**src/rtl/pipe_hazard_ctrl.sv**
```systemverilog
// Stall/flush sequencer for a 5-stage MIPS pipeline: load-use, branch, jump and data-memory wait handling.
// Optional macro HAZ_PERF_CNT_EN adds saturating load-use / memory-stall / flush event counters.
module pipe_hazard_ctrl #(
    parameter int REG_AW   = 5,
    parameter int MAX_WAIT = 15
) (
    input  logic              CLK,
    input  logic              RST,
    input  logic [REG_AW-1:0] id_rs,
    input  logic [REG_AW-1:0] id_rt,
    input  logic              id_uses_rt,
    input  logic              id_jump,
    input  logic              ex_memread,
    input  logic [REG_AW-1:0] ex_rt,
    input  logic              ex_branch_taken,
    input  logic              mem_req,
    input  logic              mem_ready,
    output logic              pc_write,
    output logic              ifid_write,
    output logic              ifid_flush,
    output logic              idex_write,
    output logic              idex_flush,
    output logic              exmem_write,
    output logic              memwb_bubble,
`ifdef HAZ_PERF_CNT_EN
    output logic [15:0]       stall_loaduse_cnt,
    output logic [15:0]       stall_mem_cnt,
    output logic [15:0]       flush_cnt,
`endif
    output logic              mem_err
);

    typedef enum logic [1:0] {
        RUN      = 2'd0,
        MEM_WAIT = 2'd1,
        ERR      = 2'd2
    } state_t;

    localparam logic [7:0] MAX_WAIT_C = 8'(MAX_WAIT);

    state_t     state_r;
    state_t     next_state_s;
    logic [7:0] wait_cnt_r;
    logic [7:0] wait_cnt_next_s;
    logic       freeze_s;
    logic       mem_stall_s;
    logic       load_use_s;

    assign mem_stall_s = mem_req & ~mem_ready;
    // Register 0 is hard-wired, so a load targeting it never creates a dependency.
    assign load_use_s  = ex_memread & (ex_rt != {REG_AW{1'b0}}) &
                         ((ex_rt == id_rs) | (id_uses_rt & (ex_rt == id_rt)));

    // State and wait counter registers.
    always_ff @(posedge CLK) begin
        if (RST) begin
            state_r    <= RUN;
            wait_cnt_r <= 8'd0;
        end else begin
            state_r    <= next_state_s;
            wait_cnt_r <= wait_cnt_next_s;
        end
    end

    // Next-state logic and stage-control outputs.
    always_comb begin
        next_state_s    = state_r;
        wait_cnt_next_s = wait_cnt_r;
        freeze_s        = 1'b0;
        pc_write        = 1'b1;
        ifid_write      = 1'b1;
        ifid_flush      = 1'b0;
        idex_write      = 1'b1;
        idex_flush      = 1'b0;
        exmem_write     = 1'b1;
        memwb_bubble    = 1'b0;
        mem_err         = 1'b0;

        if (RST) begin
            next_state_s    = RUN;
            wait_cnt_next_s = 8'd0;
        end else begin
            case (state_r)
                RUN: begin
                    if (mem_stall_s) begin
                        freeze_s        = 1'b1;
                        next_state_s    = MEM_WAIT;
                        wait_cnt_next_s = 8'd1;
                    end else begin
                        next_state_s    = RUN;
                    end
                end
                MEM_WAIT: begin
                    if (mem_ready) begin
                        next_state_s    = RUN;
                        wait_cnt_next_s = 8'd0;
                    end else begin
                        freeze_s        = 1'b1;
                        wait_cnt_next_s = wait_cnt_r + 8'd1;
                        if (wait_cnt_r == MAX_WAIT_C) begin
                            next_state_s = ERR;
                        end else begin
                            next_state_s = MEM_WAIT;
                        end
                    end
                end
                ERR: begin
                    freeze_s     = 1'b1;
                    next_state_s = ERR;
                end
                default: begin
                    freeze_s     = 1'b1;
                    next_state_s = ERR;
                end
            endcase
        end

        // Branch/load-use/jump are only looked at when the pipeline is not frozen.
        if (RST) begin
            pc_write     = 1'b0;
            ifid_write   = 1'b0;
            idex_write   = 1'b0;
            exmem_write  = 1'b0;
            ifid_flush   = 1'b1;
            idex_flush   = 1'b1;
            memwb_bubble = 1'b1;
        end else if (freeze_s) begin
            pc_write     = 1'b0;
            ifid_write   = 1'b0;
            idex_write   = 1'b0;
            exmem_write  = 1'b0;
            memwb_bubble = 1'b1;
            mem_err      = (state_r != RUN) && (state_r != MEM_WAIT);
        end else if (ex_branch_taken) begin
            ifid_flush   = 1'b1;
            idex_flush   = 1'b1;
        end else if (load_use_s) begin
            pc_write     = 1'b0;
            ifid_write   = 1'b0;
            idex_flush   = 1'b1;
        end else if (id_jump) begin
            ifid_flush   = 1'b1;
        end else begin
            pc_write     = 1'b1;
        end
    end

`ifdef HAZ_PERF_CNT_EN
    logic ev_mem_s;
    logic ev_lu_s;
    logic ev_fl_s;

    function automatic logic [15:0] sat_inc(input logic [15:0] v, input logic en);
        if (en && (v != 16'hFFFF)) begin
            sat_inc = v + 16'd1;
        end else begin
            sat_inc = v;
        end
    endfunction

    assign ev_mem_s = ~RST & (((state_r == RUN) & mem_stall_s) |
                              ((state_r == MEM_WAIT) & ~mem_ready));
    assign ev_fl_s  = ~RST & ~freeze_s & (ex_branch_taken | (~load_use_s & id_jump));
    assign ev_lu_s  = ~RST & ~freeze_s & ~ex_branch_taken & load_use_s;

    // Saturating per-event counters.
    always_ff @(posedge CLK) begin
        if (RST) begin
            stall_loaduse_cnt <= 16'd0;
            stall_mem_cnt     <= 16'd0;
            flush_cnt         <= 16'd0;
        end else begin
            stall_loaduse_cnt <= sat_inc(stall_loaduse_cnt, ev_lu_s);
            stall_mem_cnt     <= sat_inc(stall_mem_cnt, ev_mem_s);
            flush_cnt         <= sat_inc(flush_cnt, ev_fl_s);
        end
    end
`endif

endmodule

```
**config.mk**
```make
export PLATFORM = sky130hd
export DESIGN_NAME = pipe_hazard_ctrl
export DESIGN_NICKNAME = d
export VERILOG_FILES = /design/src/rtl/pipe_hazard_ctrl.sv
export SDC_FILE = /design/constraint.sdc
export NUM_CORES = 1
export LEC_CHECK = 0
export ABC_AREA = 0
export BUFFER_PORTS_ARGS = -buffer_cell sky130_fd_sc_hd__buf_2
export CORE_MARGIN = 2
export CORE_UTILIZATION = 40
export DETAILED_ROUTE_END_ITERATION = 8
export PLACE_DENSITY = 0.72
export SETUP_SLACK_MARGIN = 0.1
export SLEW_MARGIN = 10
export SYNTH_ARGS = -nofsm -noshare
export SYNTH_HDL_FRONTEND = slang
export SYNTH_SLANG_ARGS = --single-unit
```
**constraint.sdc**
```tcl
create_clock -name CLK -period 1.7 [get_ports CLK]
set_clock_uncertainty 0.2 [all_clocks]
set_input_delay 0.085 -clock CLK [delete_from_list [all_inputs] [get_ports CLK]]
set_output_delay 0.085 -clock CLK [all_outputs]
set_load 0.03 [all_outputs]
```
==> results of run 1 <==
what timing repair did:
action / in CTS / in global routing
pin swaps: 6 / 2
hold buffers: 2 / 0
setup endpoints to repair: 6 / 12
buffers inserted: 1 / 1
hold endpoints to repair: 2 / 0
gates resized for setup: 21 / 4
critical path, cell delays in order:
cell	delay, ns
buf_6	0.09
or4_4	0.53
o21ai_4	0.17
nor2_1	0.09
a221o_1	0.31
buf_6	0.14
where the power goes:
| part | internal, mW | total [mW] | switching [mW] |
|---|---|---|---|
| registers | 0.238 | 0.242 | 0.00390 |
| clock network | 0.0819 | 0.165 | 0.0829 |
| logic | 0.102 | 0.211 | 0.108 |
through the flow:
stage                     TNS, ns  instance area [sq um]  hold slack (ns)  cells  util, %
after floorplan                 0                    724          -0.0370     82        -
after global placement    -0.0174                    943            0.154    135     60.5
after detailed placement  -0.0246                    943            0.150    135     60.5
after CTS                       0                   1060           0.0380    141     68.1
after global routing      -0.0710                   1090           0.0793    142     69.7
final                     -0.0123                   1090           0.0432    142     69.7
cells by family (layout without fill, tap and decap cells):
| kind of cell | count (synthesis) | after routing |
|---|---|---|
| flops | 10 | 10 |
| fa+ha+maj | 1 | 1 |
| buf+inv | 7 | 51 |
| compound gates | 20 | 20 |
| xor+xnor | 15 | 15 |
| simple gates | 29 | 29 |
registers in the layout, indices dropped and copies added (netlist names):
| register | count |
|---|---|
| state_r | 2 |
| wait_cnt_r | 8 |
placed cells by master, fill, tap and decap left out, drive strengths merged, types with 3 or more instances in the layout:
cell     count
xor2         5
nor2        10
inv          3
nand2        5
buf         42
xnor2       10
nor3         3
o2111ai      4
dfxtp       10
clkbuf       3
o21ai        3
area by class of cell:
class                           instances  area share [%]
Inverter                                4            1.73
Timing Repair Buffer                   44            28.3
Clock buffer                            3            2.07
Sequential cell                        10            18.7
Tap cell                               16            1.84
Multi-Input combinational cell         65            47.4
layer usage:
metal	global-route usage, %	vias to the layer above
met5	0	-
met2	42.3	39
met4	11.2	0
li1	-	394
met1	21.7	374
met3	6.00	6
how the worst min path moves through the flow:
stage	from	endpoint	slack, ns	cells past startpoint
final	RST	state_r[1]$_SDFF_PP0_	0.04	3
after global routing	RST	state_r[1]$_SDFF_PP0_	0.08	3
after CTS	RST	state_r[1]$_SDFF_PP0_	0.04	3
after detailed placement	RST	wait_cnt_r[0]$_SDFFE_PP0P_	0.15	2
after global placement	RST	wait_cnt_r[0]$_SDFFE_PP0P_	0.15	2
after floorplan	RST	wait_cnt_r[0]$_SDFFE_PP0P_	-0.04	1
==> run_results.csv, run 1 <==
group,metric,value,unit
drt,drtIter0Drc,21,
critical_path,crit_fanout,3,
cts,clkLatencyLatePin,0.27,ns
grt,grt_pass1_vias,869,
final_layout,layout-drive-gt1-share,45.2,%
critical_path,cp.required,1.41,ns
grt,antenna_found_initial,0,
placement,dpl_worst_slack,-0.0213,ns
cts,numCtsBuffers,3,
critical_path,cp-start-kind,"primary input",
critical_path,reg2reg_from,"state_r[0]$_SDFF_PP0_",
sta,worstMarginPinSlew,0.400,ns
final_layout,finish.net_count,152,
sta,finalHoldViolCount,0,
sta,rsz0062_at_grt,"yes",
drt,highest_layer,"met4",
cts,cts_tree,"done",
yosys,synth_commonest_cells,"10 x dfxtp_1, 10 x nor2_1, 10 x xnor2_1",
die,dieHeight,45.3,microns
run_status,violations,"setup timing",
grt,track_usage,22.3,%
cts,clkSlewWorstSetupHoldPaths,0.07,ns
grt,grt_pass1_wl,3350,microns
drt,postRouteAntennaNets,0,
power,leakagePower,0.453,nW
die,boundaryPins,31,
cts,h-tree-depth,1,
final_layout,multi_input_area,514,sq um
die,die_x,45.3,microns
yosys,async_flop_share,0,%
die,dieArea,0.00205,sq mm
run,maxCapViolations,0,
placement,place_congestion,0.806,
sta,max_freq,0.584,GHz
grt,grt_max_degree,10,
final_layout,area_growth,59.6,%
die,start_util,43.7,%
yosys,postSynthRegisterBits,10,
yosys,synth_xor_area_share,19.3,%
critical_path,critical_path.startpoint,"ex_rt[2]",
yosys,synth-main-ff-cell,"dfxtp_1",
drt,wl,2090,microns
yosys,synth_top_family_by_area,"compound AO/OA/AOI/OAI gates",
power,power_per_cell_area,568,mW/mm^2
yosys,synth_top_area_share,29.4,%
yosys,netlist_instances,82,
sta,finalMaxSlewViolations,0,
drt,drt_pass1_iterations,4,
min_path,hp-class,"in -> reg",
die,rows,14,
drt,vias,813,
critical_path,ff2ff_setup_slack,0.22,ns
drt,met2_length,1130,microns
yosys,synth-seq-area-share,29.4,%
drt,drt-wirelength-per-cell,14.7,microns
critical_path,worst_r2r_endpoint,"wait_cnt_r[0]$_SDFFE_PP0P_",
cts,cts_sinks,10,
critical_path,endpoint,"idex_flush",
drt,avgViaCountPerCell,5.73,
critical_path,arrival,1.43,ns
yosys,synthesis.nets,106,
drt,wl_met3,131,microns
grt,grt.overflow.total,0,
yosys,synthAdderAreaFrac,1.84,%
run_status,status,"finished with violations",
power,power,617,uW
placement,port_buffers,30,
final_layout,antenna_cells,0,
critical_path,criticalPathCategory,"in -> out",
final_layout,regArea,203,sq um
sta,finalSetupViolCount,1,
yosys,synth-compound-area-share,22.8,%
yosys,synth-simple-area-share,21.1,%
yosys,synth.avg_cell_area,8.30,sq um
power,ir_drop,350,uV
drt,routedLengthMet1,785,microns
sta,period_needed,1.71,ns
cts,cts_root_buf,"clkbuf_4",
yosys,synth-edff-count,0,
final_layout,fillCellCount,115,
cts,clockBufferDepth,2,
yosys,ys_warn_count,0,
yosys,synthMuxAreaShare,0,%
die,core_area,0.00156,sq mm
drt,post-route-drc-count,0,
yosys,synth.area.top_cells,"dfxtp_1 29%, xnor2_1 13%, xor2_1 6.4%",
sta,post-route-period-util,101,%
yosys,synth_area,681,sq um
critical_path,worst_r2r_path_depth,6,
yosys,ys_types,33,
critical_path,cp-end-kind,"output port",
yosys,yosysTopAreaCell,"dfxtp_1",
sta,setup_ws,-0.0123,ns
sta,relSlewSlack,73.1,%
placement,dp_hpwl,1320,microns
No activity file was read; power rests on OpenSTA's default activity.
==> run 2: changes to the inputs <==
CORE_MARGIN = 1.5   (was 2)
clock period = 2.1 ns   (was 1.7 ns; I/O delays follow)
==> run 2 against run 1 <==
Against the previous run:
- the flow now finishes without violations
- clock-buffer cell count did not move
- register-to-register slack better by 0.30 ns
- final area shrank 17%
- cell count fell by 6.3%
- total power down 28%
- sequential share of layout area rose by 3.7 points
- via count shrank 9.7%
- critical path type unchanged
- largest power group unchanged
==> run_results.csv, run 2 (same netlist as run 1, synthesis figures left out) <==
group,metric,value,unit
grt,grt_util_met2,34.1,%
cts,clockBufferDepth,2,
critical_path,arrival,1.54,ns
critical_path,cpMostUsedCell,"buf_2",
die,boundaryPins,31,
cts,cts_sinks,10,
final_layout,finish.net_count,143,
drt,vias,734,
final_layout,regArea,201,sq um
critical_path,cp.required,1.79,ns
placement,port_buffers,30,
final_layout,area_growth,32.5,%
sta,max_freq,0.541,GHz
sta,period_needed,1.85,ns
min_path,holdPathStages,5,
final_layout,fillCellCount,158,
grt,grt_pass1_vias,700,
grt,track_usage,19.5,%
critical_path,max_stage_delay,0.54,ns
sta,worstMarginPinSlew,0.399,ns
die,die_x,44.3,microns
die,dieHeight,44.3,microns
min_path,min_to,"state_r[0]$_SDFF_PP0_",
critical_path,crit_fanout,3,
power,ir_drop,224,uV
grt,gr-usage-met1,21.7,%
run,maxCapViolations,0,
placement,place_area,847,sq um
power,leakagePower,0.386,nW
critical_path,cp_num_buf_inv,2,
drt,drt_pass1_iterations,4,
power,switching_share,29.8,%
sta,finalMaxSlewViolations,0,
power,power_frac_clock,28.8,%
drt,wl,1640,microns
final_layout,final_common_cell,"buf_2",
power,power_per_cell_area,490,mW/mm^2
critical_path,cp-end-kind,"output port",
drt,drt-wirelength-per-cell,12.3,microns
placement,dp_hpwl,1280,microns
drt,avgViaCountPerCell,5.52,
min_path,hp-start,"mem_req",
critical_path,crit_chain,"buf_2 -> or4_1 -> o21ai_2 -> nor3_1 -> a221oi_1 -> buf_2",
power,combPwrFrac,26.7,%
drt,drtIter0Drc,13,
sta,relSlewSlack,73.2,%
critical_path,slowest_stage,"or4_1",
final_layout,final_cell_area,902,sq um
die,dieArea,0.00196,sq mm
die,start_util,44.2,%
critical_path,worst_r2r_path_depth,5,
placement,place_congestion,0.773,
min_path,hp-class,"in -> reg",
final_layout,multi_input_area,447,sq um
grt,grt.overflow.total,0,
grt,use_met3,6.94,%
power,p_int,310,uW
sta,finalSetupViolCount,0,
drt,post-route-drc-count,0,
cts,cts_tree,"done",
grt,busiest_layer,"met2",
cts,numCtsBuffers,3,
final_layout,largest-register,"wait_cnt_r",
grt,grt_max_degree,11,
cts,clkSlewWorstSetupHoldPaths,0.06,ns
power,seqPwrFrac,44.5,%
sta,post-route-period-util,88.0,%
grt,antenna_found_initial,0,
sta,setup_ws,0.252,ns
run_status,status,"completed",
critical_path,reg2reg_from,"state_r[1]$_SDFF_PP0_",
die,core_area,0.00154,sq mm
critical_path,cp-start-kind,"primary input",
cts,cts_root_buf,"clkbuf_4",
final_layout,top_regs,"wait_cnt_r (8), state_r (2)",
final_layout,antenna_cells,0,
grt,grt_pass1_wl,2820,microns
sta,finalSetupTns,0,ns
die,rows,14,
critical_path,worst_r2r_endpoint,"wait_cnt_r[5]$_SDFFE_PP0P_",
critical_path,crit_family,"simple AND/OR/NAND/NOR gates",
final_layout,largest_register_ffs,8,
critical_path,cp.depth,6,
final_layout,layout-drive-gt1-share,34.2,%
final_layout,final_cell_mix,"30 x buf_2, 10 x nor2_1, 10 x xnor2_1",
cts,clkLatencyLatePin,0.26,ns
drt,postRouteAntennaNets,0,
power,switching_power,132,uW
cts,h-tree-depth,1,
critical_path,criticalPathCategory,"in -> out",
placement,dpl_worst_slack,0.280,ns
sta,finalHoldViolCount,0,
sta,rsz0062_at_grt,"no",
critical_path,ff2ff_setup_slack,0.52,ns
-- run 2: through the flow --
step                util (%)  hold WS (ns)  instances  power, mW
global route            58.5         0.211        133      0.470
finish                  58.5         0.147        133      0.442
global placement        55.0         0.170        127      0.312
detailed placement      55.0         0.181        127      0.315
floorplan                  -       -0.0170         82      0.272
CTS                     57.8         0.138        132      0.445
-- run 2: how the worst max path moves through the flow --
stage / end / start / slack, ns
after CTS: idex_flush / state_r[1]$_SDFF_PP0_ / 0.15
after global routing: ifid_flush / state_r[0]$_SDFF_PP0_ / 0.12
after floorplan: ifid_flush / ex_rt[1] / 0.13
final: ifid_flush / ex_rt[1] / 0.25
after global placement: ifid_flush / ex_rt[1] / 0.32
after detailed placement: ifid_flush / ex_rt[1] / 0.28
-- run 2: per-layer routing --
metal,vias up,wire length (microns)
met5,-,0
met4,0,0
met3,0,72
met2,18,879
met1,342,690
li1,374,-
-- run 2: area by class of cell --
class / count / share of cell area [%]
Inverter: 4 / 2.08
Multi-Input combinational cell: 65 / 49.5
Tap cell: 16 / 2.22
Timing Repair Buffer: 35 / 21.4
Clock buffer: 3 / 2.50
Sequential cell: 10 / 22.3
-- run 2: repair_timing --
item | in CTS | in global routing
resized for setup | 1 | 2
setup buffers | 0 | 1
endpoints found under the setup margin | 1 | 2
hold buffers | 2 | 0
pin swaps | 0 | 0
endpoints found under the hold margin | 2 | 0
-- run 2: worst reg2reg max path, stage by stage, from the launching register on --
cell	delay, ns
dfxtp_1	0.34
clkinvlp_4	0.09
buf_4	0.15
o21ai_0	0.16
a21oi_1	0.41
nor2_1	0.10
-- run 2: power by group through the flow --
| stage | registers (mW) | clock network (mW) | logic (mW) |
|---|---|---|---|
| 3_5_place_dp | 0.200 | 0 | 0.114 |
| 4_1_cts | 0.196 | 0.131 | 0.118 |
| 3_3_place_gp | 0.200 | 0 | 0.112 |
| 5_1_grt | 0.197 | 0.144 | 0.129 |
| 2_1_floorplan | 0.198 | 0 | 0.0737 |
| 6_report | 0.197 | 0.127 | 0.118 |
==> run 3: changes to the inputs <==
CORE_ASPECT_RATIO = 0.8   (was default)
==> run 3 against run 2 <==
Against the previous run:
- setup slack got worse by 0.020 ns
- sequential power barely moved
- register-to-register slack got worse by 0.24 ns
- wire length shrank 0.30%
- critical path type unchanged
==> run_results.csv, run 3 (same netlist as run 1, synthesis figures left out) <==
group,metric,value,unit
final_layout,regArea,201,sq um
run_status,status,"completed",
cts,cts_root_buf,"clkbuf_4",
cts,clkSlewWorstSetupHoldPaths,0.07,ns
cts,clockBufferDepth,2,
final_layout,layout-drive-gt1-share,34.5,%
die,rows,13,
power,power_per_cell_area,524,mW/mm^2
sta,whs,0.120,ns
die,dieHeight,39.9,microns
final_layout,instances_no_fill,141,
critical_path,cp.required,1.79,ns
drt,post-route-drc-count,0,
final_layout,final_common_cell,"buf_2",
die,dieArea,0.00196,sq mm
cts,clkLatencyLatePin,0.27,ns
critical_path,crit_fanout,5,
sta,post-route-period-util,89.0,%
sta,period_needed,1.87,ns
cts,h-tree-depth,1,
min_path,hp-class,"in -> reg",
power,ir_drop,257,uV
sta,finalSetupTns,0,ns
critical_path,slowest_stage,"dlygate4sd3_1",
sta,worstMarginPinSlew,0.410,ns
placement,dp_hpwl,1280,microns
grt,grt_pass1_vias,650,
die,die_x,49.1,microns
placement,place_congestion,0.837,
grt,track_usage,17.6,%
placement,port_buffers,30,
critical_path,arrival,1.56,ns
drt,drtIter0Drc,18,
run,maxCapViolations,0,
cts,numCtsBuffers,3,
final_layout,final_cell_mix,"30 x buf_2, 10 x nor2_1, 10 x xnor2_1",
final_layout,area_growth,37.1,%
critical_path,crit_family,"buffers and inverters",
final_layout,largest_register_ffs,8,
critical_path,cp_num_buf_inv,3,
final_layout,multi_input_area,447,sq um
final_layout,top_regs,"wait_cnt_r (8), state_r (2)",
placement,place_inst,133,
final_layout,fin_util,58.0,%
drt,wl,1640,microns
grt,antenna_found_initial,0,
sta,finalHoldViolCount,0,
die,core_area,0.00161,sq mm
cts,cts_tree,"done",
power,leakagePower,0.399,nW
drt,avgViaCountPerCell,5.16,
die,boundaryPins,31,
final_layout,fillCellCount,150,
critical_path,cpMostUsedCell,"buf_2",
cts,cts_sinks,10,
grt,grt.overflow.total,0,
critical_path,cp-end-kind,"output port",
final_layout,largest-register,"wait_cnt_r",
sta,max_freq,0.535,GHz
die,start_util,42.3,%
final_layout,antenna_cells,0,
drt,drt-wirelength-per-cell,11.6,microns
grt,grt_max_degree,11,
sta,relSlewSlack,72.4,%
critical_path,cp-start-kind,"primary input",
sta,finalSetupViolCount,0,
sta,rsz0062_at_grt,"no",
critical_path,max_stage_delay,0.53,ns
grt,grt_pass1_wl,2600,microns
drt,vias,727,
sta,finalMaxSlewViolations,0,
critical_path,criticalPathCategory,"in -> out",
drt,postRouteAntennaNets,0,
critical_path,crit_chain,"dlygate4sd3_1 -> buf_2 -> o21ai_1 -> nor2_1 -> a221o_1 -> buf_2",
drt,drt_pass1_iterations,4,
final_layout,finish.net_count,144,
## run 3: repair_timing
item	CTS	global route
hold endpoints to repair	2	0
buffers inserted	0	1
endpoints found under the setup margin	1	1
gates resized for setup	1	2
hold buffers	3	0
cloned	0	0
## run 3: per-layer routing
metal | share of wire (%) | up-vias | global-route usage (%)
met5 | 0 | - | 0
met4 | 0 | 0 | 2.14
met3 | 4.3 | 0 | 5.73
met2 | 49 | 20 | 33.1
met1 | 46 | 326 | 20.3
li1 | - | 381 | -
## run 3: tightest hold or removal path, cell delays in order
cell and delay, ns:
buf_2 0.10, nor2_1 0.16, nor3_1 0.09, nand2_1 0.07, a41oi_1 0.04
## run 3: power breakdown
| part | switching [mW] | internal, mW |
|---|---|---|
| clock network | 0.0668 | 0.105 |
| logic | 0.0666 | 0.0533 |
| registers | 0.00411 | 0.193 |
| total | 0.138 | 0.351 |
## run 3: layout make-up
cell class	count	area share [%]
multi-input cells	65	47.9
flip-flops and latches	10	21.6
well taps	22	2.95
inverters	4	2.01
repair buffers	36	21.7
clock buffers	4	3.89
## run 3: worst paths after layout
kind / start / to / slack (ns) / cells past startpoint
setup / recovery: mem_ready / idex_flush / 0.23 / 6
hold / removal: mem_req / state_r[0]$_SDFF_PP0_ / 0.12 / 5
setup reg to reg: state_r[0]$_SDFF_PP0_ / wait_cnt_r[0]$_SDFFE_PP0P_ / 0.28 / 5
hold reg to reg: wait_cnt_r[7]$_SDFFE_PP0P_ / wait_cnt_r[7]$_SDFFE_PP0P_ / 0.27 / 2
## run 3: per-stage QoR
step	total power, mW	setup WS [ns]	cell area (sq um)
6_report	0.489	0.231	933
3_5_place_dp	0.315	0.279	855
4_1_cts	0.493	0.131	922
3_3_place_gp	0.313	0.328	855
2_1_floorplan	0.272	0.128	684
5_1_grt	0.510	0.102	933
